$ cat src/rtl/dmem_arbiter.sv
// dmem_arbiter: shares single-port data memory between the pipeline Memory stage
// and a DMA/loader port that takes bursts on idle cycles or after a bounded wait.
module dmem_arbiter #(
  parameter int ADDR_W   = 32,
  parameter int DATA_W   = 32,
  parameter int MAX_WAIT = 4,
  parameter int BURST_W  = 4
) (
  input  logic              clk,
  input  logic              rst,
  input  logic              pipe_req,
  input  logic              pipe_we,
  input  logic [ADDR_W-1:0] pipe_addr,
  input  logic [DATA_W-1:0] pipe_wdata,
  output logic [DATA_W-1:0] pipe_rdata,
  output logic              pipe_stall,
  input  logic              dma_req,
  input  logic              dma_we,
  input  logic [ADDR_W-1:0] dma_addr,
  input  logic [BURST_W-1:0] dma_len,
  input  logic [DATA_W-1:0] dma_wdata,
  output logic              dma_gnt,
  output logic              dma_beat,
  output logic [DATA_W-1:0] dma_rdata,
  output logic              dma_done,
  output logic [ADDR_W-1:0] mem_A,
  output logic              mem_WE,
  output logic [DATA_W-1:0] mem_WD,
  input  logic [DATA_W-1:0] mem_RD
);
  localparam int WW = $clog2(MAX_WAIT + 1);
  typedef enum logic {S_PIPE, S_DMA} state_t;
  state_t state, state_next;
  logic [WW-1:0] wait_cnt;
  logic [BURST_W-1:0] beat_cnt, len;
  logic [ADDR_W-1:0] base;
  logic we, dma, go, last;
  assign dma  = state == S_DMA;
  assign go   = dma_req & (!pipe_req | wait_cnt == WW'(MAX_WAIT - 1));
  assign last = beat_cnt == len;
  always_comb begin
    state_next = dma ? (last ? S_PIPE : S_DMA) : (go ? S_DMA : S_PIPE);
    mem_A      = dma ? base + ADDR_W'({beat_cnt, 2'b00}) : pipe_addr;
    mem_WD     = dma ? dma_wdata : pipe_wdata;
    mem_WE     = !rst & (dma ? we : pipe_req & pipe_we);
    pipe_stall = !rst & dma & pipe_req;
    dma_beat   = dma;
    pipe_rdata = mem_RD;
    dma_rdata  = mem_RD;
  end
  always_ff @(posedge clk or posedge rst) begin
    if (rst) begin
      state    <= S_PIPE;
      wait_cnt <= '0;
      beat_cnt <= '0;
      len      <= '0;
      base     <= '0;
      we       <= 1'b0;
      dma_gnt  <= 1'b0;
      dma_done <= 1'b0;
    end else begin
      state    <= state_next;
      dma_gnt  <= !dma & go;
      dma_done <= dma & last;
      if (!dma) begin
        // counts only pipeline-served cycles while DMA is waiting
        wait_cnt <= (!dma_req || go) ? '0 : wait_cnt + 1'b1;
        if (go) begin
          base     <= dma_addr;
          len      <= dma_len;
          we       <= dma_we;
          beat_cnt <= '0;
        end
      end else if (!last) beat_cnt <= beat_cnt + 1'b1;
    end
  end
endmodule
$ cat config.mk
export PLATFORM = sky130hd
export DESIGN_NAME = dmem_arbiter
export DESIGN_NICKNAME = d
export VERILOG_FILES = /design/src/rtl/dmem_arbiter.sv
export SDC_FILE = /design/constraint.sdc
export NUM_CORES = 1
export LEC_CHECK = 0
export ABC_AREA = 1
export CORE_AREA = 2 2 118 120
export DETAILED_ROUTE_END_ITERATION = 8
export DIE_AREA = 0 0 120 122
export PLACE_DENSITY_LB_ADDON = 0.1
export SLEW_MARGIN = 30
export SYNTH_ARGS = -nofsm -noshare
export SYNTH_HDL_FRONTEND = slang
export SYNTH_SLANG_ARGS = --single-unit
$ cat constraint.sdc
create_clock -name clk -period 4.69 [get_ports clk]
set_input_delay 0.938 -clock clk [delete_from_list [all_inputs] [get_ports clk]]
set_output_delay 0.938 -clock clk [all_outputs]
set_load 0.005 [all_outputs]
==> summary.md, run 1 <==
- final-stage net count: 980
- die footprint: 14640 sq um
- largest incremental delay on the critical path: 0.50 ns
- max-cap violation count: 0
- Synth area leader: nand2_1
- CP Buf/Inv Count: 1
- Mapped Nets: 851
- final number of max-transition violations: 0
- Internal Dissipation: 0.001738 W
- antenna violations before repair: 0
- post_cts resized: 0
- Final Power: 0.003063 W
- dpl cell area: 5886 sq um
- detailed-routing iteration count for the pre-antenna-repair pass: 4
- total global routing track utilization: 0.2003
- num rows: 43
- maximum fanout encountered on the critical timing path: 6
- worst path cell trace: ha_1, fa_1, nand2_1, nand3_2, nand2_4, nor2_2, nand2_1, nand2_1, nand2_1, nand2_1, nand2_1, clkdlybuf4s50_1
- final antenna diode count: 0
- combinational power share: 0.625
- CTS tree: yes
- initial DRC count: 256
- Pleak: 2.857 nW
- unrepaired setup endpoints after global routing: no
- main flop type after synthesis: dfrtp_1
- Synth Instances: 673
- per-cell routed wire length: 15.63 um
- Area growth syn-to-layout: 44.85%
- achievable frequency: 273.6 MHz
- synthesis-stage register bit count: 47
- largest cells by area after synthesis: nand2_1 29%, dfrtp_1 28%, buf_4 12%, nor2_1 4.1%, o21ai_0 3.8%
- synthesized area: 4165 sq um
- kind of start point of the critical path: flop
- total congestion overflow after global routing: 0
- worst endpoint required time: 3.75 ns
- Hold Buf Count CTS: 0
- Worst Path Arrival: 2.72 ns
- reported net switching power: 0.001326 W
- number of clock sinks: 47
- EDFF count, synth: 0
- cell area power density: 507.7 nW/um^2
- port bufs: 206
- die height: 122 um
- nature of the critical path endpoint: primary output
- most frequent cell on the critical path: nand2_1
- RR Startpoint: dma_beat
- mean cell area of the mapped netlist: 6.189 sq um
- worst-case clock buffer depth: 2
- number of buffers added by the clock tree synthesis step: 5
- average via count per standard cell: 4.475
- total number of vias: 4399
- Critical Setup Path Class: flop to primary output
- utilization after layout: 0.4468
- Tcrit/Tclk final: 0.7794
- pin count of the biggest net entering global routing: 78
- via count of the first global-routing pass: 4194
- first-pass GRT wire length: 22930 um
- CTS root buffer: clkbuf_16
- routability congestion estimate from global placement: 0.9118
- startpoint of the most critical setup path: beat_cnt[0]
- post-route setup TNS: 0 ns
- H-tree levels: 2
- share of total power consumed by net switching: 0.4327
- Placed Cells incl. Taps: 975
- class of the tightest hold or removal check: flop to flop
- part of the power in registers: 0.257
- insertion delay of the later-clocked pin in the worst-skew pair: 0.29 ns
- initial core utilization: 0.3084
- relative contribution of the clock network to total power: 0.118
- Worst Min Path Start: wait_cnt[2]
- delay-heaviest family, CP: simple AND/OR/NAND/NOR gates
- area share of the leading cell type in the synthesized netlist: 0.2947
- final instance area: 6033 sq um
- final wirelength: 15370 um
- Worst-Margin Slew: 0.9166 ns
- share of flip-flops with an asynchronous set or reset after synthesis: 1.000
- count of placed standard cells in the final layout, fillers left out: 983
- clock period minus worst slack: 3.655 ns
- clock-pin slew on the worst setup and hold paths: 0.07 ns
- final number of setup-violating endpoints: 0
- instance count along the most critical hold path: 2
- worst-case reg-to-reg path depth: 6
- cell at the slowest stage of the critical path: clkdlybuf4s50_1
- CORE AREA: 13500 sq um
- Seq/Total Area, Yosys: 0.2824
- total number of cells along the worst setup path: 12
- worst-case clock skew: 0.009926 ns
- max_slew headroom: 0.3889
- DRC Markers: 0
- number of buffers inserted to repair setup after CTS: 0
- overall die width: 120 um
- count of distinct cell types in the synthesized netlist: 30
- number of hold-slack violations in the final timing report: 0
- maximum vdd ir drop: 0.2604 mV
- result of the run: finished clean
- synth warn: 0
- HPWL after detailed placement: 12350 um
- proportion of layout cells with a drive suffix above 1: 0.04608
- # IOs: 303
- post-route ant nets: 0
[per-stage QoR]
step / hold slack (ns) / setup slack (ns)
4_1_cts: 0.4921 / 1.013
2_1_floorplan: 0.4436 / 1.443
6_report: 0.4905 / 1.035
3_3_place_gp: 0.4658 / 1.376
3_5_place_dp: 0.4709 / 1.342
5_1_grt: 0.5001 / 0.8684
[final timing paths]
kind                                to  slack (ns)
setup reg to reg           beat_cnt[0]        1.78
min in group asynchronous  beat_cnt[1]        1.19
setup / recovery             mem_A[30]        1.03
max in group asynchronous     dma_beat        3.05
hold / removal             wait_cnt[2]        0.49
hold reg to reg            wait_cnt[2]        0.49
[cell usage after synthesis, drive strengths merged, types with 3 or more instances]
cell	n
nor2	52
a31oi	6
nand4	6
inv	39
dfrtp	47
ha	7
nor3	3
buf	78
nand3	33
xor2	13
clkbuf	9
o21ai	37
nand2	336
[registers in the layout (all words and copies together), names as in the netlist]
name,cells
dma_beat,1
base,32
dma_done,1
we,1
len,4
dma_gnt,1
beat_cnt,4
wait_cnt,3
[power by group through the flow]
| stage | clock network [W] | registers, W | logic [W] |
|---|---|---|---|
| floorplan | 0 | 0.000729 | 0.00102 |
| global placement | 0 | 0.000786 | 0.00194 |
| detailed placement | 0 | 0.000791 | 0.00193 |
| CTS | 0.000370 | 0.000786 | 0.00194 |
| global route | 0.000389 | 0.000814 | 0.00214 |
| finish | 0.000361 | 0.000789 | 0.00191 |
[layout by cell type (no fill, tap or decap), types with 4 or more instances in the layout]
cell,count
nand3_1,31
nand2_2,7
clkdlybuf4s50_1,206
xor2_1,13
nand2_1,327
inv_1,35
clkbuf_16,5
nor2_2,4
nor2_1,45
dfrtp_1,46
o21ai_0,32
a31oi_1,6
nand4_1,6
ha_1,7
inv_2,4
[metal layers]
layer	wire length (um)	vias to the layer above	GRT usage
met2	7216	176	0.3200
met3	1215	12	0.06227
met5	0	-	0
met1	6830	1935	0.2711
li1	-	2276	-
met4	106	0	0.03088
[worst min-delay path, cell delays in order (launching register included)]
cell and delay (ns):
dfrtp_1 0.35, nand2_1 0.06, o31ai_1 0.05
[layout make-up]
cell class	instances	area [sq um]
Inverter	39	146.4
Tap cell	180	225.2
Timing Repair Buffer	209	2085
Sequential cell	47	1177
Fill cell	1378	7471
Multi-Input combinational cell	500	2252
Clock buffer	5	125.1
Clock inverter	3	22.52
[cell families (layout without fill, tap and decap cells)]
group / Yosys count / in the layout / synth area share
DFF: 47 / 47 / 0.2824
xor gates and xnor gates: 13 / 13 / 0.02734
and+or+nand+nor: 432 / 432 / 0.4254
AOI/OAI and AO/OA: 47 / 47 / 0.06218
adders and majority gates: 8 / 8 / 0.02583
buffers and inverters: 126 / 256 / 0.1769
No activity file was read; power rests on OpenSTA's default activity.
==> inputs of run 2 (changes only) <==
==> constraint.sdc (replaced) <==
create_clock -name clk -period 3.04 [get_ports clk]
set_input_delay 0.608 -clock clk [delete_from_list [all_inputs] [get_ports clk]]
set_output_delay 0.608 -clock clk [all_outputs]
set_load 0.005 [all_outputs]
==> summary.md, run 2 (synthesis gave the netlist of run 1 again) <==
- result of the run: finished clean
- final wirelength: 15690 um
- utilization after layout: 0.4634
- # IOs: 303
- max-cap violation count: 0
- initial DRC count: 203
- instance count along the most critical hold path: 2
- worst-case clock skew: 0.005549 ns
- final antenna diode count: 0
- clock period minus worst slack: 2.943 ns
- num rows: 43
- kind of start point of the critical path: flop
- maximum fanout encountered on the critical timing path: 2
- detailed-routing iteration count for the pre-antenna-repair pass: 5
- RR Startpoint: dma_beat
- via count of the first global-routing pass: 4181
- overall die width: 120 um
- class of the tightest hold or removal check: flop to flop
- worst-case clock buffer depth: 2
- die height: 122 um
- worst endpoint required time: 2.43 ns
- total number of vias: 4524
- number of clock sinks: 47
- count of placed standard cells in the final layout, fillers left out: 995
- proportion of layout cells with a drive suffix above 1: 0.07975
- post-route ant nets: 0
- final number of max-transition violations: 0
- final critical-path setup slack: 0.09699 ns
- CORE AREA: 13500 sq um
- commonest non-fill, non-tap cells in the layout: 324 x nand2_1, 194 x clkdlybuf4s50_1, 44 x nor2_1
- final-stage net count: 992
- average via count per standard cell: 4.547
- routability congestion estimate from global placement: 0.9143
- end of the worst hold path: we
- first-pass GRT wire length: 23050 um
- total congestion overflow after global routing: 0
- DRC Markers: 0
- port bufs: 206
- Tcrit/Tclk final: 0.9681
- die footprint: 14640 sq um
- nature of the critical path endpoint: primary output
- pin count of the biggest net entering global routing: 78
- Hold Buf Count CTS: 0
- achievable frequency: 339.8 MHz
- Area growth syn-to-layout: 50.26%
- maximum vdd ir drop: 0.4060 mV
- worst slack after detailed placement: 0.1255 ns
- Final Power: 0.004920 W
- clock-pin slew on the worst setup and hold paths: 0.07 ns
- register-to-register setup slack: 1.15 ns
- per-cell routed wire length: 15.77 um
- Pleak: 2.996 nW
- largest registers: base: 32 flops, beat_cnt: 4 flops, len: 4 flops
- most common cell after layout, fill and taps aside: nand2_1
- total global routing track utilization: 0.2007
- Worst Hold Margin: 0.4836 ns
- max_slew headroom: 0.5751
- CTS root buffer: clkbuf_16
- final number of setup-violating endpoints: 0
- HPWL after detailed placement: 12370 um
- Worst-Margin Slew: 0.6373 ns
- r2r endpoint: base[29]
- number of buffers added by the clock tree synthesis step: 5
- number of hold-slack violations in the final timing report: 0
- cell area power density: 786.1 nW/um^2
- flip-flop count of the largest register, all copies and words added: 32
- initial core utilization: 0.3084
- insertion delay of the later-clocked pin in the worst-skew pair: 0.30 ns
- Worst Path Arrival: 2.34 ns
- Placed Cells incl. Taps: 980
- H-tree levels: 2
- worst-case reg-to-reg path depth: 7
- Worst Min Path Start: we
- Layout fillers: 1402
- antenna violations before repair: 0
- CTS tree: yes
- Critical Setup Path Class: flop to primary output
- register with the most flip-flops: base
- startpoint of the most critical setup path: beat_cnt[0]
-- run 2: cell count changes in the layout (fill, tap and decap cells not counted), moves of 4 or more --
cell / before / now
dlymetal6s2s_1: 0 / 7
dlygate4sd2_1: 0 / 5
buf_4: 3 / 13
clkdlybuf4s50_1: 206 / 194
nand3_1: 31 / 27
-- run 2: how the worst max path moves through the flow --
stage                      endpoint  depth (start not counted)
final                      mem_A[8]                          8
after global routing       mem_A[8]                          9
after CTS                 mem_A[16]                         10
after detailed placement  mem_A[14]                          8
after global placement    mem_A[14]                          8
after floorplan              mem_WE                          3
-- run 2: routing by layer --
metal | up-vias | track usage | wire, um
li1 | 2305 | - | -
met1 | 2012 | 0.2798 | 6966
met2 | 186 | 0.3192 | 7373
met3 | 21 | 0.05009 | 1199
met4 | 0 | 0.03309 | 151
met5 | - | 0 | 0
-- run 2: power breakdown --
part	switching [W]	internal, W	total [W]
Clock	0.000264	0.000306	0.000569
Sequential	0.000308	0.000911	0.00122
Combinational	0.00158	0.00155	0.00313
-- run 2: repair_timing --
action / CTS / global route
pin swaps: 3 / 8
resized for setup: 13 / 24
endpoints found under the setup margin: 20 / 21
buffers inserted: 1 / 6
-- run 2: layout make-up --
class | instances | area (sq um) | area share
tap | 180 | 225.2 | 0.03599
multi-input combinational | 500 | 2351 | 0.3756
inverter | 39 | 146.4 | 0.02339
clock inverter | 3 | 18.77 | 0.002999
timing repair buffer | 221 | 2211 | 0.3533
clock buffer | 5 | 125.1 | 0.01999
sequential | 47 | 1181 | 0.1887
-- run 2: metrics by stage --
stage	setup TNS [ns]	instance area, sq um
2_1_floorplan	0	4165
3_3_place_gp	0	5948
3_5_place_dp	0	5948
4_1_cts	0	6141
5_1_grt	-0.04678	6259
6_report	0	6259
-- run 2: worst max-delay path: stages (launching register included) --
cell             delay, ns
dfrtp_1               0.38
ha_2                  0.20
fa_2                  0.35
nand2_2               0.10
nand3_4               0.11
nand3_4               0.11
nand2_1               0.06
a31oi_1               0.19
clkdlybuf4s50_1       0.53
==> inputs of run 3 (changes only) <==
==> constraint.sdc (replaced) <==
create_clock -name clk -period 2.4 [get_ports clk]
set_input_delay 0.48 -clock clk [delete_from_list [all_inputs] [get_ports clk]]
set_output_delay 0.48 -clock clk [all_outputs]
set_load 0.005 [all_outputs]
==> summary.md, run 3 (synthesis gave the netlist of run 1 again) <==
- kind of start point of the critical path: flop
- worst-case clock skew: 0.005736 ns
- register-to-register setup slack: 0.68 ns
- antenna violations before repair: 0
- worst slack after detailed placement: -0.3138 ns
- max-cap violation count: 0
- end of the worst hold path: wait_cnt[2]
- average via count per standard cell: 4.611
- final antenna diode count: 0
- r2r endpoint: base[2]
- final-stage net count: 1042
- port bufs: 206
- final wirelength: 16650 um
- HPWL after detailed placement: 12710 um
- most common cell after layout, fill and taps aside: nand2_1
- result of the run: complete, but fails checks
- unrepaired setup endpoints after global routing: yes
- proportion of layout cells with a drive suffix above 1: 0.1896
- DRC Markers: 0
- achievable frequency: 385.4 MHz
- die footprint: 14640 sq um
- CTS root buffer: clkbuf_16
- final number of max-transition violations: 0
- number of clock sinks: 47
- instance count along the most critical hold path: 2
- initial core utilization: 0.3084
- Hold Buf Count CTS: 0
- worst-case clock buffer depth: 2
- final number of setup-violating endpoints: 25
- H-tree levels: 2
- max_slew headroom: 0.5729
- share of total power consumed by net switching: 0.4284
- register with the most flip-flops: base
- cell area power density: 1001 nW/um^2
- per-cell routed wire length: 15.93 um
- flip-flop count of the largest register, all copies and words added: 32
- Tcrit/Tclk final: 1.081
- Worst-Margin Slew: 0.6406 ns
- maximum fanout encountered on the critical timing path: 4
- nature of the critical path endpoint: primary output
- combinational power share: 0.642
- Internal Dissipation: 0.003883 W
- detailed-routing iteration count for the pre-antenna-repair pass: 5
- clock period minus worst slack: 2.595 ns
- overall die width: 120 um
- insertion delay of the later-clocked pin in the worst-skew pair: 0.29 ns
- # IOs: 303
- startpoint of the most critical setup path: beat_cnt[1]
- part of the power in registers: 0.224
- total global routing track utilization: 0.2193
- clock-pin slew on the worst setup and hold paths: 0.06 ns
- die height: 122 um
- total number of vias: 4819
- CORE AREA: 13500 sq um
- final critical-path setup slack: -0.1947 ns
- post-route setup TNS: -2.406 ns
- CTS tree: yes
- pin count of the biggest net entering global routing: 66
- number of buffers added by the clock tree synthesis step: 5
- class of the tightest hold or removal check: flop to flop
- routability congestion estimate from global placement: 0.9625
- Pleak: 3.304 nW
- Area growth syn-to-layout: 62.99%
- violated checks: setup timing
- Worst Min Path Start: wait_cnt[2]
- commonest non-fill, non-tap cells in the layout: 311 x nand2_1, 177 x clkdlybuf4s50_1, 48 x buf_4
- largest registers: base: 32 flops, beat_cnt: 4 flops, len: 4 flops
- RR Startpoint: dma_beat
- worst-case reg-to-reg path depth: 7
- Worst Path Arrival: 2.11 ns
- maximum vdd ir drop: 0.4627 mV
- num rows: 43
- relative contribution of the clock network to total power: 0.134
- via count of the first global-routing pass: 4704
- reported net switching power: 0.002910 W
- post-route ant nets: 0
- Critical Setup Path Class: flop to primary output
- total congestion overflow after global routing: 0
- initial DRC count: 300
- worst endpoint required time: 1.92 ns
- number of hold-slack violations in the final timing report: 0
- first-pass GRT wire length: 25250 um
-- run 3: worst max-delay path, cell delays in order (launching register included) --
cell and delay [ns]:
dfrtp_1 0.40, buf_4 0.15, fa_2 0.42, nand2_4 0.10, nand3_4 0.08, nand2_4 0.10, buf_6 0.12, buf_4 0.10
o21ai_2 0.05, a31oi_2 0.15, buf_2 0.15
-- run 3: per-stage QoR --
step | cells | total power [W] | hold slack (ns) | utilization | cell area [sq um]
after CTS | 1042 | 0.006790 | 0.4898 | 0.4999 | 6750
after floorplan | 673 | 0.003416 | 0.4436 | - | 4165
after global routing | 1045 | 0.007361 | 0.5168 | 0.5027 | 6789
final | 1045 | 0.006793 | 0.4883 | 0.5027 | 6789
after detailed placement | 1009 | 0.005640 | 0.4739 | 0.4575 | 6178
after global placement | 1009 | 0.005602 | 0.4636 | 0.4575 | 6178
-- run 3: worst max-delay path by stage --
| stage | endpoint | slack, ns | cells past startpoint |
|---|---|---|---|
| detailed placement | mem_A[24] | -0.31 | 10 |
| finish | mem_A[14] | -0.19 | 10 |
| CTS | mem_A[10] | -0.18 | 10 |
| floorplan | mem_WE | 0.07 | 3 |
| global route | mem_A[30] | -0.31 | 13 |
| global placement | mem_A[24] | -0.28 | 10 |
-- run 3: routing by layer --
metal	up-vias	global-route usage	routed length, um
li1	2396	-	-
met1	2171	0.2979	7180
met2	224	0.3501	7804
met3	28	0.05384	1322
met4	0	0.05515	340
met5	-	0	0
-- run 3: final cells by class --
type / instances / area [sq um]
clock inverter: 2 / 60.06
timing repair buffer: 270 / 2520
tap: 180 / 225.2
sequential: 47 / 1179
inverter: 39 / 148.9
fill: 1363 / 6715
multi-input combinational: 501 / 2527
clock buffer: 6 / 128.9
-- run 3: timing repair --
action,4_1_cts,5_1_grt
gates cloned,1,0
gates resized for setup,175,9
setup endpoints to repair,29,28
setup buffers,24,3
pin swaps,43,23
-- run 3: power groups by stage --
stage	Combinational [W]	Clock [W]	Sequential, W
6_report	0.00436	0.000910	0.00152
3_5_place_dp	0.00414	0	0.00150
3_3_place_gp	0.00411	0	0.00149
5_1_grt	0.00484	0.000957	0.00157
2_1_floorplan	0.00199	0	0.00143
4_1_cts	0.00436	0.000925	0.00150
